--- config.mk ---
export PLATFORM = sky130hd
export DESIGN_NAME = pc_sequencer_flat
export DESIGN_NICKNAME = d
export VERILOG_FILES = /design/src/rtl/pc_sequencer_if.sv /design/src/rtl/pc_sequencer.sv /design/src/flat_wrapper.sv
export SDC_FILE = /design/constraint.sdc
export NUM_CORES = 1
export LEC_CHECK = 0
export CORE_ASPECT_RATIO = 0.6
export CORE_MARGIN = 10
export CORE_UTILIZATION = 40
export DETAILED_ROUTE_END_ITERATION = 8
export DONT_BUFFER_PORTS = 1
export PLACE_DENSITY = 0.52
export SLEW_MARGIN = 10
export SYNTH_ARGS = -nofsm -noshare
export SYNTH_HDL_FRONTEND = slang
export SYNTH_SLANG_ARGS = --single-unit
export TNS_END_PERCENT = 1
--- constraint.sdc ---
create_clock -name clk -period 2.4 [get_ports clk]
set_input_delay 0.36 -clock clk [delete_from_list [all_inputs] [get_ports clk]]
set_output_delay 0.36 -clock clk [all_outputs]
set_load 0.005 [all_outputs]
--- src/rtl/pc_sequencer_if.sv ---
// Next-PC controller bundle: redirect/stall/debug controls in, PC and status out.
// Latency: pure wiring, no storage.
// Backpressure: none here; stall is carried as an ordinary control input.
//
// Signals:
//   stall, branch_taken, jump, target, halt_req, resume  -> into the sequencer
//   pc_out, pc_plus4, fetch_valid, state, epc, trap, retired <- from the sequencer
// Modports: slave = the sequencer itself, master = whatever drives it (core / bench).
interface pc_sequencer_if #(
  parameter int XLEN = 32
);
  logic            stall;
  logic            branch_taken;
  logic            jump;
  logic [XLEN-1:0] target;
  logic            halt_req;
  logic            resume;

  logic [XLEN-1:0] pc_out;
  logic [XLEN-1:0] pc_plus4;
  logic            fetch_valid;
  logic [1:0]      state;
  logic [XLEN-1:0] epc;
  logic            trap;
  logic [XLEN-1:0] retired;

  modport slave (
    input  stall, branch_taken, jump, target, halt_req, resume,
    output pc_out, pc_plus4, fetch_valid, state, epc, trap, retired
  );

  modport master (
    output stall, branch_taken, jump, target, halt_req, resume,
    input  pc_out, pc_plus4, fetch_valid, state, epc, trap, retired
  );
endinterface

--- src/rtl/pc_sequencer.sv ---
// Next-PC controller: owns the architectural PC, retired count and halt/trap state.
// Latency: PC and state update on each rising edge; pc_plus4 and trap are combinational.
// Backpressure: stall holds PC and retired count; HALT holds until resume.
//
// Ports:
//   clk    - rising-edge clock
//   reset  - asynchronous active-low reset
//   bus    - pc_sequencer_if.slave: stall, branch_taken, jump, target, halt_req, resume in;
//            pc_out, pc_plus4, fetch_valid, state, epc, trap, retired out
// Build option: define PC_SEQ_MISALIGN_TRAP_EN to trap on redirects whose target is not
//   word aligned. Without it the target's low two bits are cleared and the redirect retires.
module pc_sequencer #(
  parameter int              XLEN      = 32,
  parameter logic [XLEN-1:0] RESET_VEC = '0,
  parameter logic [XLEN-1:0] TRAP_VEC  = XLEN'(32'h0000_0100)
) (
  input  logic          clk,
  input  logic          reset,
  pc_sequencer_if.slave bus
);

`ifdef PC_SEQ_MISALIGN_TRAP_EN
  localparam bit MISALIGN_TRAP_EN = 1'b1;
`else
  localparam bit MISALIGN_TRAP_EN = 1'b0;
`endif

  localparam logic [1:0] ST_BOOT = 2'b00;
  localparam logic [1:0] ST_RUN  = 2'b01;
  localparam logic [1:0] ST_HALT = 2'b10;
  localparam logic [1:0] ST_TRAP = 2'b11;

  localparam logic [XLEN-1:0] INSTR_BYTES = XLEN'(4);
  localparam logic [XLEN-1:0] ONE         = XLEN'(1);
  localparam logic [XLEN-1:0] ALIGN_MASK  = ~XLEN'(3);

  logic [1:0]      state_q,   state_d;
  logic [XLEN-1:0] pc_q,      pc_d;
  logic [XLEN-1:0] epc_q,     epc_d;
  logic [XLEN-1:0] retired_q, retired_d;

  logic [XLEN-1:0] pc_plus4;
  logic            redirect;
  logic            misaligned;

  assign pc_plus4   = pc_q + INSTR_BYTES;
  assign redirect   = bus.branch_taken | bus.jump;
  assign misaligned = |bus.target[1:0];

  always_comb begin
    state_d   = state_q;
    pc_d      = pc_q;
    epc_d     = epc_q;
    retired_d = retired_q;

    case (state_q)
      ST_BOOT: begin
        // First fetch happens at RESET_VEC on the following cycle.
        state_d = ST_RUN;
      end

      ST_RUN: begin
        if (!bus.stall) begin
          if (bus.halt_req) begin
            // EBREAK retires but the PC stays on it; resume restarts after it.
            epc_d     = pc_q;
            state_d   = ST_HALT;
            retired_d = retired_q + ONE;
          end else if (redirect) begin
            if (MISALIGN_TRAP_EN && misaligned) begin
              // Faulting redirect does not retire.
              epc_d   = pc_q;
              pc_d    = TRAP_VEC;
              state_d = ST_TRAP;
            end else begin
              // Low bits are already zero when trapping is enabled; otherwise force alignment.
              pc_d      = bus.target & ALIGN_MASK;
              retired_d = retired_q + ONE;
            end
          end else begin
            pc_d      = pc_plus4;
            retired_d = retired_q + ONE;
          end
        end
      end

      ST_HALT: begin
        if (bus.resume) begin
          pc_d    = epc_q + INSTR_BYTES;
          state_d = ST_RUN;
        end
      end

      ST_TRAP: begin
        // PC was loaded with TRAP_VEC on the trapping edge; just resume fetching.
        state_d = ST_RUN;
      end

      default: begin
        state_d = ST_BOOT;
      end
    endcase
  end

  always_ff @(posedge clk or negedge reset) begin
    if (!reset) begin
      state_q   <= ST_BOOT;
      pc_q      <= RESET_VEC;
      epc_q     <= '0;
      retired_q <= '0;
    end else begin
      state_q   <= state_d;
      pc_q      <= pc_d;
      epc_q     <= epc_d;
      retired_q <= retired_d;
    end
  end

  assign bus.pc_out      = pc_q;
  assign bus.pc_plus4    = pc_plus4;
  assign bus.fetch_valid = (state_q == ST_RUN);
  assign bus.state       = state_q;
  assign bus.epc         = epc_q;
  assign bus.trap        = MISALIGN_TRAP_EN && (state_q == ST_TRAP);
  assign bus.retired     = retired_q;

endmodule

--- src/flat_wrapper.sv ---
// flat-port wrapper written by rule: the top's interface ports become plain ports
module pc_sequencer_flat 
#(
  parameter int              XLEN      = 32,
  parameter logic [XLEN-1:0] RESET_VEC = '0,
  parameter logic [XLEN-1:0] TRAP_VEC  = XLEN'(32'h0000_0100)
)
  (clk, reset, bus_stall, bus_branch_taken, bus_jump, bus_target, bus_halt_req, bus_resume, bus_pc_out, bus_pc_plus4, bus_fetch_valid, bus_state, bus_epc, bus_trap, bus_retired);
  pc_sequencer_if #(.XLEN(XLEN)) bus_i ();
  input  logic clk;
  input  logic reset;
  input wire logic [$bits(bus_i.stall)-1:0] bus_stall;
  input wire logic [$bits(bus_i.branch_taken)-1:0] bus_branch_taken;
  input wire logic [$bits(bus_i.jump)-1:0] bus_jump;
  input wire logic [$bits(bus_i.target)-1:0] bus_target;
  input wire logic [$bits(bus_i.halt_req)-1:0] bus_halt_req;
  input wire logic [$bits(bus_i.resume)-1:0] bus_resume;
  output wire logic [$bits(bus_i.pc_out)-1:0] bus_pc_out;
  output wire logic [$bits(bus_i.pc_plus4)-1:0] bus_pc_plus4;
  output wire logic [$bits(bus_i.fetch_valid)-1:0] bus_fetch_valid;
  output wire logic [$bits(bus_i.state)-1:0] bus_state;
  output wire logic [$bits(bus_i.epc)-1:0] bus_epc;
  output wire logic [$bits(bus_i.trap)-1:0] bus_trap;
  output wire logic [$bits(bus_i.retired)-1:0] bus_retired;
  assign bus_i.stall = bus_stall;
  assign bus_i.branch_taken = bus_branch_taken;
  assign bus_i.jump = bus_jump;
  assign bus_i.target = bus_target;
  assign bus_i.halt_req = bus_halt_req;
  assign bus_i.resume = bus_resume;
  assign bus_pc_out = bus_i.pc_out;
  assign bus_pc_plus4 = bus_i.pc_plus4;
  assign bus_fetch_valid = bus_i.fetch_valid;
  assign bus_state = bus_i.state;
  assign bus_epc = bus_i.epc;
  assign bus_trap = bus_i.trap;
  assign bus_retired = bus_i.retired;
  pc_sequencer #(.XLEN(XLEN), .RESET_VEC(RESET_VEC), .TRAP_VEC(TRAP_VEC)) u_core (.clk(clk), .reset(reset), .bus(bus_i));
endmodule
==> results.yml <==
worst_setup_path:
  path_class: "flop to primary output"
  path_cells: "buf_4 > nand4_1 > buf_6 > nor3_4 > nand3_1 > xnor2_2"
  start_kind: "flop"
  cp.arrival_ns: 2.07
  worst-path-max-fanout: 7
  worstPathRequired_ns: 2.04
  cpMaxStageDelayCell: "dfrtp_1"
  crit_path_end_kind: "primary output"
  cp_slowest_stage_delay_ns: 0.40
sta:
  rsz0062_at_grt: "true"
  setup_viol: 4
  fin_skew_ns: 0.00848
  max_freq_mhz: 411
  min_period_over_period: 1.01
  slew_violations: 0
  final.min_clock_period_ns: 2.43
  layout_setup_ws_ns: -0.0348
  timing.hold.ws_ns: -0.297
  worst_pin_slew_ns: 0.746
  max-slew-margin-rel: 0.503
  final_hold_viol_count: 98
detailed_routing:
  viasPerCell: 5.92
  routed_wl_mm: 20.1
  wire_per_inst_um: 24.4
  antenna_left: 0
  route.vias.total: 4894
  drt_pass1_iterations: 5
  drc_errors: 0
  drtIter0Drc: 466
floorplan:
  rows: 33
  die_w_um: 174
  num_io_pins: 171
  chipHeight_um: 112
  dieArea_um2: 19600
  core_area_um2: 13800
  start_util: 0.413
clock_tree:
  htree_levels: 3
  cts_inserted_buffers: 9
  clockRootBuffer: "clkbuf_16"
  path_clk_slew_ns: 0.08
  cts_tree: "yes"
  worstSkewPairLatency_ns: 0.35
  cts_buffer_depth: 2
  cts.sinks: 98
hold_path:
  hp-class: "primary input to async pin"
cells_and_area:
  final_common_cell: "dfrtp_1"
  fillCellCount: 1324
  finalInstanceArea_um2: 6780
  layout_common_cells: "dfrtp_1, buf_4, nand2_1, xnor2_1, nor2_1"
  utilization: 0.492
  area_growth_pct: 19.2
  final_nets: 671
  layout-drive-gt1-share: 0.256
global_routing:
  grt_use_total: 0.200
  grt_pass1_wl_mm: 30.8
  grt_max_degree: 99
  antenna_found_initial: 1
  overflow: 0
  grt_pass1_vias: 4766
synth:
  synth_edf_count: 0
  yosysWarnings: 0
  synth_top_area_frac: 0.431
  synth_area_leaders: "dfrtp_1, xnor2_1, mux2_2, xor2_1, nand2_1"
  ys_async_sr_fraction: 1.00
  ys_seq_area_frac: 0.431
  synthFlopType: "dfrtp_1"
  synth_seq_cells: 98
  syn-cell-area_um2: 5690
  synthCells: 578
  synth_cell_types: 59
  yosysTopAreaCell: "dfrtp_1"
  syn_area_per_cell_um2: 9.85
  synth_nets: 620
placed_design:
  place_ws_ns: 0.218
  place_area_um2: 6300
  gp_congestion: 0.917
  hpwlAfterDp_mm: 15.1
  io_buffers: 0
job:
  maxCapViolCount: 0
power:
  total_power_mw: 6.11
  p_leak_nw: 2.91
  ir_drop_uv: 465
  p_per_area_nw_per_um2: 901
outcome:
  violations: "hold timing, setup timing"
  status: "finished, violations left"
-- final cells by class --
| cell class | count | area (µm²) | share of cell area |
|---|---|---|---|
| Multi-Input combinational cell | 441 | 3220 | 0.474 |
| Clock inverter | 7 | 62.6 | 0.00923 |
| Timing Repair Buffer | 71 | 549 | 0.0810 |
| Clock buffer | 9 | 225 | 0.0332 |
| Tap cell | 192 | 240 | 0.0354 |
| Inverter | 8 | 30.0 | 0.00443 |
| Sequential cell | 98 | 2450 | 0.362 |
| Antenna cell | 1 | 2.50 | 0.000369 |
-- cells by family after synthesis --
family          count (synthesis)  synth area share
flops                          98             0.431
fa+ha+maj                       3           0.00660
xor+xnor                       86             0.134
simple gates                  224             0.224
buf+inv                        39            0.0301
compound gates                 89             0.100
mux                            38            0.0741
other cells                     1          0.000659
-- worst paths after layout --
path | startpoint | to | slack (ns) | cells after the start
worst max-delay path | u_core.bus.pc_out[2]$_DFFE_PN0P_ | bus_pc_plus4[31] | -0.03 | 6
worst min-delay path | reset | u_core.bus.epc[18]$_DFFE_PN0P_ | -0.30 | 0
worst max register to register | u_core.bus.epc[3]$_DFFE_PN0P_ | u_core.bus.pc_out[22]$_DFFE_PN0P_ | 0.21 | 7
worst min register to register | u_core.bus.retired[31]$_DFFE_PN0P_ | u_core.bus.retired[31]$_DFFE_PN0P_ | 0.50 | 1
max in group asynchronous | reset | u_core.bus.retired[20]$_DFFE_PN0P_ | 2.56 | 0
min in group clk | bus_target[20] | u_core.bus.pc_out[20]$_DFFE_PN0P_ | 0.21 | 2
-- state kept, by name, indices dropped and copies added (netlist names) --
name / count
u_core.bus.epc: 32
u_core.bus.pc_out: 32
u_core.bus.retired: 32
u_core.bus.state: 2
-- routing by layer --
metal | global-route usage | vias up | share of wire
li1 | - | 2188 | -
met1 | 0.285 | 2448 | 0.44
met2 | 0.278 | 245 | 0.42
met3 | 0.0813 | 13 | 0.13
met4 | 0.0352 | 0 | 0.0068
met5 | 0 | - | 0
-- power by group --
| part | leakage (nW) | internal, mW | total (mW) | switching [mW] |
|---|---|---|---|---|
| sequential | 1.24 | 2.05 | 2.71 | 0.662 |
| clock | 0.132 | 0.724 | 1.43 | 0.706 |
| combinational | 1.54 | 0.934 | 1.97 | 1.03 |
-- synth_stat cells (all sizes together) (2+ instances only) --
master,instances
a211o,2
a211oi,3
a21o,2
a21oi,15
a22o,2
a22oi,10
a31o,2
a31oi,4
a32oi,5
and2,4
and3,16
and4,11
buf,14
clkbuf,17
dfrtp,98
ha,3
inv,8
mux2,33
mux2i,5
nand2,50
nand2b,5
nand3,36
nand4,24
nor2,43
nor2b,2
nor3,9
nor3b,3
nor4,12
o211ai,3
o21ai,30
o221ai,3
o22ai,3
or2,2
or3,4
xnor2,51
xor2,35
-- stage by stage --
stage / setup TNS, ns / instances
after detailed placement: 0 / 805
after CTS: -0.0770 / 825
after global placement: 0 / 805
after global routing: -0.463 / 827
after floorplan: 0 / 578
final: -0.0759 / 827
-- critical path, delay by kind of cell (launching register included) --
family                 cells  cell delay, ns
flip-flops                 1            0.40
buffers and inverters      2            0.40
AND/OR/NAND/NOR            3            0.68
XOR/XNOR                   1            0.24
-- what timing repair did --
item                                    in CTS  in global routing
endpoints found under the setup margin      13                 13
resized for setup                           14                 11
setup buffers                                4                  1
endpoints found under the hold margin       98                 98
pin swaps                                    6                  5
Power figures use the tool's default switching activity.
